**config.mk**
```make
export PLATFORM = sky130hd
export DESIGN_NAME = pipe_stage_skid_reg
export DESIGN_NICKNAME = d
export VERILOG_FILES = /design/src/rtl/pipe_pkg.sv /design/src/rtl/pipe_stage_skid_reg_sat_counter.sv /design/src/rtl/pipe_stage_skid_reg.sv
export SDC_FILE = /design/constraint.sdc
export NUM_CORES = 1
export LEC_CHECK = 0
export CAP_MARGIN = 20
export CORE_MARGIN = 2
export CORE_UTILIZATION = 45
export CTS_BUF_LIST = sky130_fd_sc_hd__clkbuf_2 sky130_fd_sc_hd__clkbuf_4 sky130_fd_sc_hd__clkbuf_8
export DETAILED_ROUTE_END_ITERATION = 10
export PLACE_DENSITY = 0.83
export SKIP_LAST_GASP = 1
export SLEW_MARGIN = 0
export SYNTH_ARGS = -nofsm -noshare
export SYNTH_HDL_FRONTEND = slang
export SYNTH_SLANG_ARGS = --single-unit
```
**constraint.sdc**
```tcl
create_clock -name clk -period 5.5 [get_ports clk]
set_input_delay 1.1 -clock clk [delete_from_list [all_inputs] [get_ports clk]]
set_output_delay 1.1 -clock clk [all_outputs]
set_load 0.02 [all_outputs]
```
**src/rtl/pipe_pkg.sv**
```systemverilog
// ============================================================================
// Module  : pipe_pkg
// Brief   : Shared types and widths for the elastic pipeline stage registers.
// Revision: 1.0 - initial release
// ============================================================================
`default_nettype none

package pipe_pkg;

   typedef enum logic [1:0] {
      ST_EMPTY = 2'd0,
      ST_ONE   = 2'd1,
      ST_TWO   = 2'd2
   } stage_state_e;

   // Field order puts reg_write at bit 0 of the packed vector.
   typedef struct packed {
      logic mem_to_reg;
      logic reg_write;
   } mem_wb_ctrl_t;

   localparam int MEM_WB_CTRL_W = $bits(mem_wb_ctrl_t);
   localparam int MEM_WB_DATA_W = 32 + 32 + 5;

endpackage : pipe_pkg

`default_nettype wire

```
**src/rtl/pipe_stage_skid_reg_sat_counter.sv**
```systemverilog
// ============================================================================
// Module  : sat_counter
// Brief   : Saturating up-counter with synchronous clear (clear wins).
// Revision: 1.0 - initial release
// ============================================================================
`default_nettype none

module sat_counter #(
   parameter int CNT_W = 16
) (
   input  logic             clk,
   input  logic             rst_n,
   input  logic             i_inc,
   input  logic             i_clr,
   output logic [CNT_W-1:0] o_count
);

   logic [CNT_W-1:0] r_count;

   always_ff @(posedge clk or negedge rst_n) begin
      if (!rst_n) begin
         r_count <= '0;
      end else if (i_clr) begin
         r_count <= '0;
      end else if (i_inc && (r_count != {CNT_W{1'b1}})) begin
         r_count <= r_count + 1'b1;
      end
   end

   assign o_count = r_count;

endmodule : sat_counter

`default_nettype wire

```
**src/rtl/pipe_stage_skid_reg.sv**
```systemverilog
// ============================================================================
// Module  : pipe_stage_skid_reg
// Brief   : Elastic valid/ready stage register with flush, optional skid entry
//           and a saturating stall counter.
// Revision: 1.0 - initial release
// ============================================================================
`default_nettype none

module pipe_stage_skid_reg
   import pipe_pkg::*;
#(
   parameter int CTRL_W = MEM_WB_CTRL_W,
   parameter int DATA_W = MEM_WB_DATA_W,
   parameter bit SKID   = 1'b1,
   parameter int CNT_W  = 16
) (
   input  logic              clk,
   input  logic              rst_n,
   input  logic              i_flush,
   input  logic              i_in_valid,
   output logic              o_in_ready,
   input  logic [CTRL_W-1:0] i_in_ctrl,
   input  logic [DATA_W-1:0] i_in_data,
   output logic              o_out_valid,
   input  logic              i_out_ready,
   output logic [CTRL_W-1:0] o_out_ctrl,
   output logic [DATA_W-1:0] o_out_data,
   output logic [CNT_W-1:0]  o_stall_cnt,
   input  logic              i_clr_cnt
);

   stage_state_e      r_state;
   stage_state_e      w_state_nxt;
   logic              r_rdy_en;
   logic [CTRL_W-1:0] r_main_ctrl;
   logic [DATA_W-1:0] r_main_data;
   logic [CTRL_W-1:0] w_skid_ctrl;
   logic [DATA_W-1:0] w_skid_data;
   logic              w_in_fire;
   logic              w_out_fire;
   logic              w_load_main_in;
   logic              w_load_main_skid;
   logic              w_load_skid;

   assign o_out_valid = (r_state != ST_EMPTY);
   assign w_in_fire   = i_in_valid & o_in_ready;
   assign w_out_fire  = o_out_valid & i_out_ready;

   // Holds in_ready low until the first edge after reset release.
   always_ff @(posedge clk or negedge rst_n) begin
      if (!rst_n) begin
         r_rdy_en <= 1'b0;
      end else begin
         r_rdy_en <= 1'b1;
      end
   end

   always_ff @(posedge clk or negedge rst_n) begin
      if (!rst_n) begin
         r_state <= ST_EMPTY;
      end else begin
         r_state <= w_state_nxt;
      end
   end

   always_comb begin
      w_state_nxt      = r_state;
      w_load_main_in   = 1'b0;
      w_load_main_skid = 1'b0;
      w_load_skid      = 1'b0;
      case (r_state)
         ST_EMPTY: begin
            if (w_in_fire) begin
               w_state_nxt    = ST_ONE;
               w_load_main_in = 1'b1;
            end
         end
         ST_ONE: begin
            if (w_in_fire && w_out_fire) begin
               w_load_main_in = 1'b1;
            end else if (w_in_fire && SKID) begin
               w_state_nxt = ST_TWO;
               w_load_skid = 1'b1;
            end else if (w_out_fire) begin
               w_state_nxt = ST_EMPTY;
            end
         end
         ST_TWO: begin
            if (w_out_fire) begin
               w_state_nxt      = ST_ONE;
               w_load_main_skid = 1'b1;
            end
         end
         default: begin
            w_state_nxt = ST_EMPTY;
         end
      endcase
      if (i_flush) begin
         w_state_nxt      = ST_EMPTY;
         w_load_main_in   = 1'b0;
         w_load_main_skid = 1'b0;
         w_load_skid      = 1'b0;
      end
   end

   always_ff @(posedge clk or negedge rst_n) begin
      if (!rst_n) begin
         r_main_ctrl <= '0;
         r_main_data <= '0;
      end else if (w_load_main_in) begin
         r_main_ctrl <= i_in_ctrl;
         r_main_data <= i_in_data;
      end else if (w_load_main_skid) begin
         r_main_ctrl <= w_skid_ctrl;
         r_main_data <= w_skid_data;
      end
   end

   generate
      if (SKID) begin : g_skid
         logic [CTRL_W-1:0] r_skid_ctrl;
         logic [DATA_W-1:0] r_skid_data;

         always_ff @(posedge clk or negedge rst_n) begin
            if (!rst_n) begin
               r_skid_ctrl <= '0;
               r_skid_data <= '0;
            end else if (w_load_skid) begin
               r_skid_ctrl <= i_in_ctrl;
               r_skid_data <= i_in_data;
            end
         end

         assign w_skid_ctrl = r_skid_ctrl;
         assign w_skid_data = r_skid_data;
         // Purely registered ready: no combinational path from out_ready.
         assign o_in_ready  = r_rdy_en & (r_state != ST_TWO);
      end else begin : g_noskid
         assign w_skid_ctrl = '0;
         assign w_skid_data = '0;
         assign o_in_ready  = r_rdy_en & (~o_out_valid | i_out_ready);
      end
   endgenerate

   // Bubbles never carry live control bits downstream.
   assign o_out_ctrl = o_out_valid ? r_main_ctrl : '0;
   assign o_out_data = r_main_data;

   sat_counter #(
      .CNT_W (CNT_W)
   ) u_stall_cnt (
      .clk     (clk),
      .rst_n   (rst_n),
      .i_inc   (o_out_valid & ~i_out_ready),
      .i_clr   (i_clr_cnt),
      .o_count (o_stall_cnt)
   );

endmodule : pipe_stage_skid_reg

`default_nettype wire

```
Word-level counts from Yosys, hierarchy flattened
Index checks and enable logic that the tools add are counted.
{"block": "classes", "add_sub_neg": 1, "eq_ne": 8, "n_mux": 24, "bitwise": 5, "reduce_logical": 7}
{"op": "$mux 69", "count": 2}
{"op": "$mux 16", "count": 2}
{"op": "$mux 2", "count": 9}
{"op": "$add 16x1->16 const B", "count": 1}
{"op": "$ne 16x16->1 const B", "count": 1}
{"op": "$mux 1", "count": 9}
{"op": "$ne 3x3->1 const B", "count": 3}
{"op": "$pmux 2 s3", "count": 1}
{"op": "$reduce_bool 2->1", "count": 3}
{"op": "$and 1x1->1", "count": 4}
{"op": "$ne 4x4->1 const B", "count": 1}
{"op": "$reduce_and 4->1", "count": 1}
{"op": "$eq 2x1->1 const B", "count": 1}
{"op": "$eq 2x2->1 const B", "count": 1}
{"op": "$logic_and 1x1->1", "count": 2}
{"op": "$logic_not 2->1", "count": 1}
{"op": "$ne 2x2->1 const B", "count": 1}
{"op": "$pmux 1 s2", "count": 1}
{"op": "$not 1->1", "count": 1}
{"block": "totals", "reg_bits": 161, "inputBits": 77, "out_inout_bits": 89, "word_cells": 52}

Depth between registers and ports, before layout
{"block": "logic_depth", "ltp_word": 8, "depth_mapped": 6, "mapped_depth_nobuf": 5}

By module
Synthesis repeated with hierarchy kept, for this count alone.
{"block": "unflattened", "cells_unflattened": 508, "hier_area_um2": 7000.5}
{"module": "pipe_stage_skid_reg", "n_inst": 1, "cells_per_inst": 410, "area_per_inst_um2": 6058.3}
{"module": "sat_counter", "n_inst": 1, "cells_per_inst": 98, "area_per_inst_um2": 942.2}

Worst setup path after synthesis
Ideal clock, no wire load.
{"block": "synth_timing", "path_kind": "input-to-reg", "start": "input i_out_ready", "end": "register u_stall_cnt.r_count[15] (netlist: u_stall_cnt.o_count[15])", "setup_ps": 128, "arrival_ps": 2528, "required_ps": 5372, "path_slack_ps": 2844, "path_stages": 5, "n_path_buf": 1, "cell_sequence": "o21bai_2 > or4_1 > buf_2 > nor4b_1 > mux2_1"}
{"block": "synth_via", "elab_chain_cells": 4}
{"item": "from (decl)", "line": "pipe_stage_skid_reg.sv:25", "text": "input logic i_out_ready,"}
{"item": "$not 1->1", "line": "pipe_stage_skid_reg.sv:154", "text": ".i_inc (o_out_valid & ~i_out_ready),"}
{"item": "$and 1x1->1", "line": "pipe_stage_skid_reg.sv:154"}
{"item": "$logic_and 1x1->1", "line": "pipe_stage_skid_reg_sat_counter.sv:25", "text": "end else if (i_inc && (r_count != {CNT_W{1'b1}})) begin"}
{"item": "$reduce_bool 2->1 (no line)"}
{"item": "to (signal assigned)", "line": "pipe_stage_skid_reg_sat_counter.sv:26", "text": "r_count <= r_count + 1'b1;"}
{"item": "to (decl)", "line": "pipe_stage_skid_reg_sat_counter.sv:18", "text": "logic [CNT_W-1:0] r_count;"}
Every way passes these cells.
A chain may end at the register's enable or synchronous reset.

Worst setup path in the final report
{"block": "layout_timing", "start": "input i_out_ready", "end": "register g_skid.r_skid_ctrl[0]"}
{"block": "layout_via", "elab_chain_cells": 5}
{"item": "$and 1x1->1", "line": "pipe_stage_skid_reg.sv:47", "text": "assign w_out_fire = o_out_valid & i_out_ready;"}
{"item": "$logic_and 1x1->1", "line": "pipe_stage_skid_reg.sv:79", "text": "if (w_in_fire && w_out_fire) begin"}
{"item": "$mux 1", "line": "pipe_stage_skid_reg.sv:79"}
{"item": "$mux 1", "line": "pipe_stage_skid_reg.sv:71", "text": "case (r_state)"}
{"item": "$mux 1", "line": "pipe_stage_skid_reg.sv:98", "text": "if (i_flush) begin"}
{"item": "to (signal assigned)", "line": "pipe_stage_skid_reg.sv:129", "text": "r_skid_ctrl <= i_in_ctrl;"}
{"item": "to (decl)", "line": "pipe_stage_skid_reg.sv:121", "text": "logic [CTRL_W-1:0] r_skid_ctrl;"}
Every way passes these cells.

==> summary.txt <==
maximum vdd drop -> 201 uV
CP endpoint kind -> register
Post-synth top cells -> dfrtp_1, mux2_1, a21o_1, a22o_1, clkbuf_1
Seq/Total Area, Yosys -> 59.7%
Pre-Repair DR Iteration Count -> 4
crit path buf inv count -> 2
Post-CTS Setup Inserts -> 0
routed vias -> 4860
Setup Viol. Count Final -> 0
worst setup path class -> in -> reg
initial core utilization -> 46.3%
HPWL Detailed -> 10200 um
Achievable Freq -> 0.320 GHz
GRT met3 Usage -> 6.07%
RSZ-0062 raised after global routing -> false
die width -> 127 um
# hold bufs at CTS -> 0
Worst-Skew Late Latency -> 0.44 ns
crit path time final -> 3.13 ns
Yosys top cell by area -> dfrtp_1
CTS tree -> done
final WL -> 15500 um
ys async rst share -> 100%
Tcrit/Tclk final -> 56.9%
DRC Markers -> 0
synth unique cells -> 38
Cell Area, Synth -> 0.00675 mm2
fin nets -> 738
Hold Crit Depth -> 1
GR Layer Usage met1 -> 23.2%
Final ANT Viol Nets -> 0
diode count -> 0
# H-tree levels -> 4
most used routing layer -> met2
Yosys reg bits -> 161
layout cells sized above 1 -> 7.29%
syn_nets -> 582
gr ovfl total -> 0
CP top delay family -> buffers and inverters
Hold Vio Cnt, Final -> 0
DR vias/cell -> 5.68
Die H -> 127 um
final core utilization -> 62.1%
startpoint type of the worst setup path -> primary input
MaxCap Viol Count -> 0
Worst Hold Class -> reg -> reg
Ys Warns -> 0
count leader, synth -> dfrtp_1
number of global-route vias before repair -> 5219
row count -> 44
largest net degree at the start of global routing -> 90
# resized after CTS -> 0
Root Driver -> clkbuf_8
WL/cell -> 18.1 um
hold path start -> o_out_data[62]
reg2reg start -> r_state[0]
leakage -> 4.36 nW
Synth Flop Type -> dfrtp_1
Fillers -> 1102
crit path DAT -> 3.44 ns
Worst path max stage delay -> 0.58 ns
fin. max-slew vios -> 0
Worst-Margin Slew -> 0.841 ns
FF-to-FF path depth -> 4
Starting DRT DRC Count -> 327
Max transition margin -> 43.9%
global-route wire length before repair -> 25500 um
initial antenna violation count -> 0
CTS sink cnt -> 161
skew final -> 0.00864 ns
R2R Setup Slk -> 2.99 ns
Hold Path End -> o_out_data[62]
area growth from synthesis to layout -> 34.2%
Mapped Cells -> 504
final hold slack -> 0.475 ns
post-synth top area share -> 59.7%
top cells by area, synth -> dfrtp_1, mux2_1, a22o_1
EDFF count, synth -> 0
RR Endpoint -> g_skid.r_skid_ctrl[0]
status -> finished clean
CTS max path bufs -> 2
I/O pins -> 166
PortBufs -> 165
die area -> 0.0160 mm2
met2 Use GR -> 34.2%
core area -> 0.0146 mm2
worst-path fanout max -> 37
clk slew on worst S/H paths -> 0.07 ns
CP cell instances -> clkdlybuf4s50_1 > nor2b_1 > nor4b_4 > buf_4 > mux2_1
Total GRT Usage -> 20.0%
RePlAce Congestion -> 0.859
Post-Syn Area per Cell -> 13.4 um2
Worst path slowest cell -> nor4b_4
CP required -> 5.81 ns
PwrDens -> 343 mW/mm2
final setup TNS -> 0 ns
total CTS buffers -> 17
## placed cells by master (no fill, tap or decap), types with 6 or more instances in the layout
cell type,count
or4_1,9
dfrtp_1,161
o31ai_1,8
a21o_1,71
a21oi_1,11
clkdlybuf4s50_1,164
buf_4,8
nor2_1,6
a22o_1,71
nand3_1,6
clkbuf_8,21
mux2_1,73
## cell families after synthesis
logic type / count (synthesis) / share of synthesized area [%]
AO/OA/AOI/OAI: 170 / 19.8
adder cells (fa/ha/maj): 1 / 0.185
buffers and inverters: 39 / 2.33
flip-flops: 161 / 59.7
multiplexers: 77 / 12.8
other: 1 / 0.0555
AND/OR/NAND/NOR: 55 / 5.13
## power by group
group,total [mW],switching [mW],internal (mW)
sequential,1.49,0.111,1.38
clock,0.999,0.407,0.591
combinational,0.623,0.285,0.338
## registers in the layout, indices dropped and copies added (netlist names)
name,cells
r_state,2
r_main_ctrl,2
r_rdy_en,1
u_stall_cnt.o_count,16
o_out_data,69
g_skid.r_skid_ctrl,2
g_skid.r_skid_data,69
## worst max-delay path by stage
stage	start	end	slack, ns	cells past startpoint
5_1_grt	i_out_ready	g_skid.r_skid_data[21]	2.24	5
3_5_place_dp	i_out_ready	g_skid.r_skid_data[52]	1.90	5
6_report	i_out_ready	g_skid.r_skid_ctrl[0]	2.37	5
2_1_floorplan	i_out_ready	u_stall_cnt.o_count[15]	2.84	5
4_1_cts	r_state[1]	o_out_ctrl[1]	2.35	3
3_3_place_gp	i_out_ready	g_skid.r_skid_data[56]	1.99	5
## per-layer routing
metal / share of wire (%) / routed length (um) / vias to the layer above
met1: 40 / 6180 / 2466
met2: 52 / 8000 / 155
met3: 5.9 / 919 / 34
li1: - / - / 2205
met5: 0 / 0 / -
met4: 2.6 / 401 / 0
## per-stage QoR
stage | std cells | worst slack, ns | power (mW) | area (um2)
3_3_place_gp | 825 | 1.99 | 2.12 | 8590
4_1_cts | 856 | 2.35 | 3.16 | 9060
5_1_grt | 856 | 2.24 | 3.27 | 9060
3_5_place_dp | 825 | 1.90 | 2.15 | 8590
6_report | 856 | 2.37 | 3.11 | 9060
2_1_floorplan | 504 | 2.84 | 1.79 | 6750
## layout make-up
cell class	instances	area [um2]	area share, %
Clock inverter	9	178	1.96
Sequential cell	161	4030	44.4
Inverter	3	11.3	0.124
Multi-Input combinational cell	304	2610	28.8
Clock buffer	22	297	3.27
Tap cell	184	230	2.54
Timing Repair Buffer	173	1710	18.9
No activity file was read; power rests on OpenSTA's default activity.
